`src/rtl/rom_pkg.sv`:
```
// ============================================================================
// Module      : rom_pkg
// Description : Shared types, constants and ROM content function for the
//               burst ROM reader.
// Revision    : 1.0 - initial release
// ============================================================================
`default_nettype none

package rom_pkg;

  // Burst engine states
  typedef enum logic [0:0] {
    ST_IDLE = 1'b0,
    ST_READ = 1'b1
  } state_t;

  // ROM content selection
  localparam int ROM_DESC = 0;
  localparam int ROM_ASC  = 1;

  // Word stored at address a. Descending content needs the table depth,
  // which defaults to the legacy 16-entry table.
  function automatic logic [31:0] rom_init(input int unsigned a,
                                           input int          mode,
                                           input int unsigned depth = 16);
    if (mode == ROM_ASC) begin
      return a;
    end
    return depth - 1 - a;
  endfunction

endpackage

`default_nettype wire

```
`src/rtl/rom_sync_core.sv`:
```
// ============================================================================
// Module      : rom_sync_core
// Description : Synchronous-read ROM array, DEPTH x DATA_W, contents built
//               from rom_init. Read data updates only when rd_en is high.
// Revision    : 1.0 - initial release
// ============================================================================
`default_nettype none

module rom_sync_core
  import rom_pkg::*;
#(
  parameter int DATA_W    = 16,
  parameter int ADDR_W    = 4,
  parameter int INIT_MODE = ROM_DESC
) (
  input  logic              clk,
  input  logic              rd_en,
  input  logic [ADDR_W-1:0] rd_addr,
  output logic [DATA_W-1:0] rd_data
);

  localparam int DEPTH = 2 ** ADDR_W;

  logic [DATA_W-1:0] w_mem [DEPTH];

  generate
    for (genvar gi = 0; gi < DEPTH; gi++) begin : g_word
      assign w_mem[gi] = DATA_W'(rom_init(gi, INIT_MODE, DEPTH));
    end
  endgenerate

  // Registered read port; holds its word while rd_en is low
  always_ff @(posedge clk) begin
    if (rd_en) begin
      rd_data <= w_mem[rd_addr];
    end
  end

endmodule

`default_nettype wire

```
`src/rtl/rom_burst_reader.sv`:
```
// ============================================================================
// Module      : rom_burst_reader
// Description : Parametrised ROM with a burst-read engine. One start command
//               streams burst_len consecutive words from base_addr over a
//               valid/ready port with address wrap, back-pressure, a last
//               marker and a done pulse.
//               Optional macro ROM_BURST_PARITY_EN adds out_parity, the XOR
//               reduction of the word held in out_data.
// Revision    : 1.0 - initial release
// ============================================================================
`default_nettype none

module rom_burst_reader
  import rom_pkg::*;
#(
  parameter int DATA_W    = 16,
  parameter int ADDR_W    = 4,
  parameter int INIT_MODE = ROM_DESC
) (
  input  logic              clk,
  input  logic              rst_n,
  input  logic              en,
  input  logic              start,
  input  logic [ADDR_W-1:0] base_addr,
  input  logic [ADDR_W:0]   burst_len,
  output logic              busy,
  output logic [DATA_W-1:0] out_data,
  output logic              out_valid,
  input  logic              out_ready,
  output logic              out_last,
`ifdef ROM_BURST_PARITY_EN
  output logic              out_parity,
`endif
  output logic              done
);

  localparam int DEPTH = 2 ** ADDR_W;
  localparam logic [ADDR_W:0] c_DEPTH_LEN = (ADDR_W + 1)'(DEPTH);
  localparam logic [ADDR_W:0] c_ONE_LEN   = (ADDR_W + 1)'(1);

  state_t            r_state;
  state_t            w_state_next;
  logic [ADDR_W-1:0] r_addr;
  logic [ADDR_W:0]   r_rem;
  logic              r_valid;
  logic              r_last;
  logic              r_done;
  logic              r_loaded;
  logic [DATA_W-1:0] w_rd_data;
  logic [ADDR_W:0]   w_len_clamped;
  logic              w_start_ok;
  logic              w_issue;
  logic              w_hs;
  logic              w_finish;

  // Oversize requests are clamped to one full pass of the table
  assign w_len_clamped = (burst_len > c_DEPTH_LEN) ? c_DEPTH_LEN : burst_len;
  assign w_start_ok    = (r_state == ST_IDLE) && start && (burst_len != '0);
  assign w_hs          = r_valid && out_ready;
  assign w_finish      = (r_state == ST_READ) && w_hs && r_last;
  // A new word may be fetched only when the output slot is free or draining
  assign w_issue       = (r_state == ST_READ) && en && (r_rem != '0) &&
                         (!r_valid || out_ready);

  rom_sync_core #(
    .DATA_W    (DATA_W),
    .ADDR_W    (ADDR_W),
    .INIT_MODE (INIT_MODE)
  ) u_core (
    .clk     (clk),
    .rd_en   (w_issue),
    .rd_addr (r_addr),
    .rd_data (w_rd_data)
  );

  // State register
  always_ff @(posedge clk or negedge rst_n) begin
    if (!rst_n) begin
      r_state <= ST_IDLE;
    end else begin
      r_state <= w_state_next;
    end
  end

  // Next-state logic: leave READ only when the last beat is accepted
  always_comb begin
    w_state_next = r_state;
    case (r_state)
      ST_IDLE: if (w_start_ok) w_state_next = ST_READ;
      ST_READ: if (w_finish)   w_state_next = ST_IDLE;
      default: w_state_next = ST_IDLE;
    endcase
  end

  // Burst address and remaining-word counters
  always_ff @(posedge clk or negedge rst_n) begin
    if (!rst_n) begin
      r_addr <= '0;
      r_rem  <= '0;
    end else if (w_start_ok) begin
      r_addr <= base_addr;
      r_rem  <= w_len_clamped;
    end else if (w_issue) begin
      r_addr <= r_addr + 1'b1;
      r_rem  <= r_rem - 1'b1;
    end
  end

  // Output handshake flags and done pulse
  always_ff @(posedge clk or negedge rst_n) begin
    if (!rst_n) begin
      r_valid  <= 1'b0;
      r_last   <= 1'b0;
      r_done   <= 1'b0;
      r_loaded <= 1'b0;
    end else begin
      r_done <= w_finish;
      if (w_issue) begin
        r_valid  <= 1'b1;
        r_last   <= (r_rem == c_ONE_LEN);
        r_loaded <= 1'b1;
      end else if (w_hs) begin
        r_valid <= 1'b0;
        r_last  <= 1'b0;
      end
    end
  end

  // The core array has no reset; r_loaded forces the word to zero until the
  // first fetch after reset.
  assign out_data  = r_loaded ? w_rd_data : '0;
  assign out_valid = r_valid;
  assign out_last  = r_last;
  assign busy      = (r_state == ST_READ);
  assign done      = r_done;

`ifdef ROM_BURST_PARITY_EN
  // Derived from the registered word, so it holds exactly as out_data does
  assign out_parity = ^out_data;
`endif

endmodule

`default_nettype wire

```
`config.mk`:
```
export PLATFORM = sky130hd
export DESIGN_NAME = rom_burst_reader
export DESIGN_NICKNAME = d
export VERILOG_FILES = /design/src/rtl/rom_pkg.sv /design/src/rtl/rom_sync_core.sv /design/src/rtl/rom_burst_reader.sv
export SDC_FILE = /design/constraint.sdc
export NUM_CORES = 1
export LEC_CHECK = 0
export BUFFER_PORTS_ARGS = -buffer_cell sky130_fd_sc_hd__buf_2
export CORE_MARGIN = 4
export CORE_UTILIZATION = 40
export DETAILED_ROUTE_END_ITERATION = 7
export GPL_TIMING_DRIVEN = 0
export PLACE_DENSITY = 0.68
export SYNTH_ARGS = -nofsm -noshare
export SYNTH_HDL_FRONTEND = slang
export SYNTH_SLANG_ARGS = --single-unit
```
`constraint.sdc`:
```
create_clock -name clk -period 5.23 [get_ports clk]
set_clock_uncertainty 0.05 [all_clocks]
set_input_delay 0.523 -clock clk [delete_from_list [all_inputs] [get_ports clk]]
set_output_delay 0.523 -clock clk [all_outputs]
set_load 0.03 [all_outputs]
```
==> impl_summary.log <==
[metrics] Netlist cell types: 39
[metrics] share of cell area taken by muxes after synthesis: 0%
[metrics] cell depth of the worst flop-to-flop path: 5
[metrics] Fill cells: roughly 270
[metrics] post-detailed-placement half-perimeter wirelength: 1880 um
[metrics] Crit path required time: 5.36 ns
[metrics] antenna diode count: 0
[metrics] via count of the first global-routing pass: 885
[metrics] remaining max-slew budget at the tightest pin: 39.0%
[metrics] result of the run: finished clean
[metrics] number of cells upsized or downsized after cts: 0
[metrics] number of antenna violations at the first check in global routing: 0
[metrics] total setup buffers inserted after CTS: 0
[metrics] WP data arrival: roughly 2.4 ns
[metrics] endpoint class of the critical path: flop
[metrics] Global Route Usage Sum: 14.1%
[metrics] cells along the critical path: inv_1 > ha_1 > nor4b_2 > nor3_2 > or2_2
[metrics] Chip Height: 61.9 um
[metrics] clock transition at the register clock pins on the worst setup and hold paths after CTS: 0.10 ns
[metrics] via/cell ratio: 5.22
[metrics] Final Core Density: 49.8%
[metrics] transition time at the pin with the least slew margin: ~0.91 ns
[metrics] Synth async-reset ratio: around 80%
[metrics] f_max: approximately 450 MHz
[metrics] Synth Instances: 119
[metrics] net count of the finished layout: 173
[metrics] post-route DRC violation count: 0
[metrics] final worst-path cycle share: 42.3%
[metrics] total area of sequential cells: 470 um^2
[metrics] number of search-and-repair iterations in the first detailed-routing pass: 4
[metrics] DRT antenna net count: 0
[metrics] R2R Path End: r_loaded
[metrics] global-route wire length before repair: 3930 um
[metrics] standby leakage power: 0.629 nW
[metrics] Initial DRC Count: 55
[metrics] total clock buffers created by CTS: 3
[metrics] slowest stage delay, CP: just under 0.8 ns
[metrics] max-cap viol count: 0
[metrics] min-delay worst type: in -> async
[metrics] RePlAce Congestion: 0.828
[metrics] shortest period the worst path allows: 2.21 ns
[metrics] TritonCTS sink count: 18
[metrics] Area Overhead vs Synth: 18.2%
[metrics] Switching Share: 42.0%
[metrics] number of buffers added on ports: 21
[metrics] XOR/XNOR Fraction of Synth Area: 0%
[metrics] TritonCTS clock tree: yes
[metrics] detail-routed net length per standard cell: 13.3 um
[metrics] number of top-level pins: 34
[metrics] combinational family with the most area after synthesis: simple AND/OR/NAND/NOR gates
[metrics] chip width: 61.9 um
[metrics] floorplan die area: 0.00383 mm^2
[metrics] area of the core: 0.00276 mm^2
[metrics] worst-skew pair later-pin latency: 0.29 ns
[metrics] remaining global-route overflow: 0
[metrics] number of buffers inserted for hold repair after clock tree synthesis: 0
[metrics] post-synth design cell area: 0.00116 mm^2
[metrics] sequential share of power: 41.0%
[metrics] cell internal pwr: between 0.3 and 0.4 mW
[metrics] number of placed cells counting well taps: 182
[metrics] max-slew violation total from the final report: 0
[metrics] fraction of power consumed by the clock network: 11.6%
[metrics] sequential cell area fraction in the yosys report: 40.5%
[metrics] Crit Path Max Fanout: 9
[metrics] largest net degree at the start of global routing: 15
[metrics] cell type of the slowest stage on the worst timing path: nor4b_2
[metrics] number of warnings issued by yosys: 0
[metrics] number of flops mapped to enable cells by yosys: 4
[metrics] total setup violations reported at the end of the flow: 0
[metrics] setup TNS: 0 ns
[metrics] power per standard cell area: 441 mW/mm^2
[metrics] worst IR drop on VDD: 0.209 mV
[metrics] number of endpoints with negative hold slack in the final report: 0
[metrics] FF-to-FF Start: r_rem[0]
[metrics] flip-flop cell with the highest count after synthesis: dfrtp_1
[metrics] area of combinational cells with multiple inputs: 558 um^2
[metrics] cell family with most CP delay: simple AND/OR/NAND/NOR gates
[metrics] most used cells in the layout excluding fill and tap cells: buf_2 (22), dfrtp_1 (14), buf_4 (12), conb_1 (12), inv_1 (10)
[metrics] std cell rows: 19
[metrics] WL final: about 2500 um
[metrics] syn avg cell area: 9.76 um^2
[metrics] unrepaired setup endpoints after global routing: no
[metrics] critical path start-end classification: reg -> reg
[metrics] combinational share of power: 47.4%
[metrics] cell chosen for the clock root: clkbuf_4
[metrics] basic-gate share of the synthesized area counting and, or, nand and nor cells: a little over a fifth
[metrics] starting utilization of the core area: around 42%
[metrics] Critical Path Source Type: flop
[metrics] count of non-filler cells in the finished layout: 186
[metrics] number of storage elements in the synthesis netlist: 18
[metrics] Buf/Inv on CP: 1
[metrics] net switching component of the power: 0.254 mW
[metrics] compound-cell area share of the yosys netlist: 19.4%
[metrics] register-to-register setup slack: roughly 3 ns
[metrics] layout cell share with drive strength beyond 1: 31.0%
[metrics] total number of vias: 970
[metrics] adder-cell share of the synthesized area: between 3 and 4%
[metrics] Max H-tree Level: 1
[metrics] most frequent standard cell in the layout excluding fill and tap cells: buf_2
[metrics] number of buffers between clock root and the deepest sink: 2
## cell type report
cell class                 instances  area share, %
buffer                            19           9.66
clock inverter                     1          0.273
clock buffer                       3           1.64
inverter                          11           3.01
tap                               31           2.83
multi-input combinational         82           40.7
timing repair buffer              21           7.66
sequential                        18           34.3
## synth_stat cells, types with 3 or more instances
library cell,instances,area share (%)
a211oi_1,4,2.6
and2_1,5,2.7
nor2b_1,3,1.6
a31oi_1,7,3.8
clkbuf_1,4,1.3
ha_1,3,3.2
a221oi_1,3,2.3
o41ai_1,3,2.3
buf_4,12,7.8
inv_1,10,3.2
nand2_1,3,0.97
edfxtp_1,4,10
o31ai_1,4,2.6
dfrtp_1,14,30
nand4_1,9,4.8
## worst max-delay path by stage
stage	start	endpoint	cells after the start
finish	r_rem[0]	r_loaded	5
global route	r_rem[0]	r_loaded	5
CTS	r_rem[0]	r_loaded	5
detailed placement	r_rem[0]	r_loaded	5
global placement	r_rem[0]	r_loaded	5
floorplan	r_rem[0]	r_loaded	5
## power by group through the flow
| stage | registers, mW | clock network [mW] | logic [mW] |
|---|---|---|---|
| 4_1_cts | 0.248 | 0.0730 | 0.288 |
| 2_1_floorplan | 0.252 | 0 | 0.216 |
| 3_5_place_dp | 0.251 | 0 | 0.287 |
| 3_3_place_gp | 0.248 | 0 | 0.280 |
| 6_report | 0.248 | 0.0702 | 0.287 |
| 5_1_grt | 0.258 | 0.0776 | 0.317 |
## flip-flops by register name (all words and copies together), names as in the netlist
register / cells
busy: 1
done: 1
out_last: 1
out_valid: 1
r_addr: 4
r_loaded: 1
r_rem: 5
u_core.rd_data: 4
## stage by stage
| stage | cell area, um^2 | total power [mW] | hold WS [ns] | setup WS (ns) |
|---|---|---|---|---|
| after floorplan | 1200 | 0.468 | 0.177 | 3.42 |
| after CTS | 1370 | 0.608 | 0.0703 | 3.06 |
| after detailed placement | 1350 | 0.538 | 0.400 | 3.09 |
| final | 1370 | 0.606 | 0.0568 | 3.02 |
| after global placement | 1350 | 0.528 | 0.393 | 3.12 |
| after global routing | 1370 | 0.652 | 0.0678 | 2.95 |
## logic make-up (layout without fill, tap and decap cells)
kind of cell             after synthesis  in the layout
adder cells (fa/ha/maj)                3              3
flip-flops                            18             18
other                                  1             12
AND/OR/NAND/NOR                       37             37
buffers and inverters                 30             55
AO/OA/AOI/OAI                         30             30
## routing by layer
metal	vias up	GRT usage (%)	wire length [um]
met4	0	8.18	48
met5	-	0	0
met2	49	21.7	1110
li1	497	-	-
met3	4	1.65	214
met1	420	18.9	1110
Note: power is estimated with default switching activity, not from simulation.
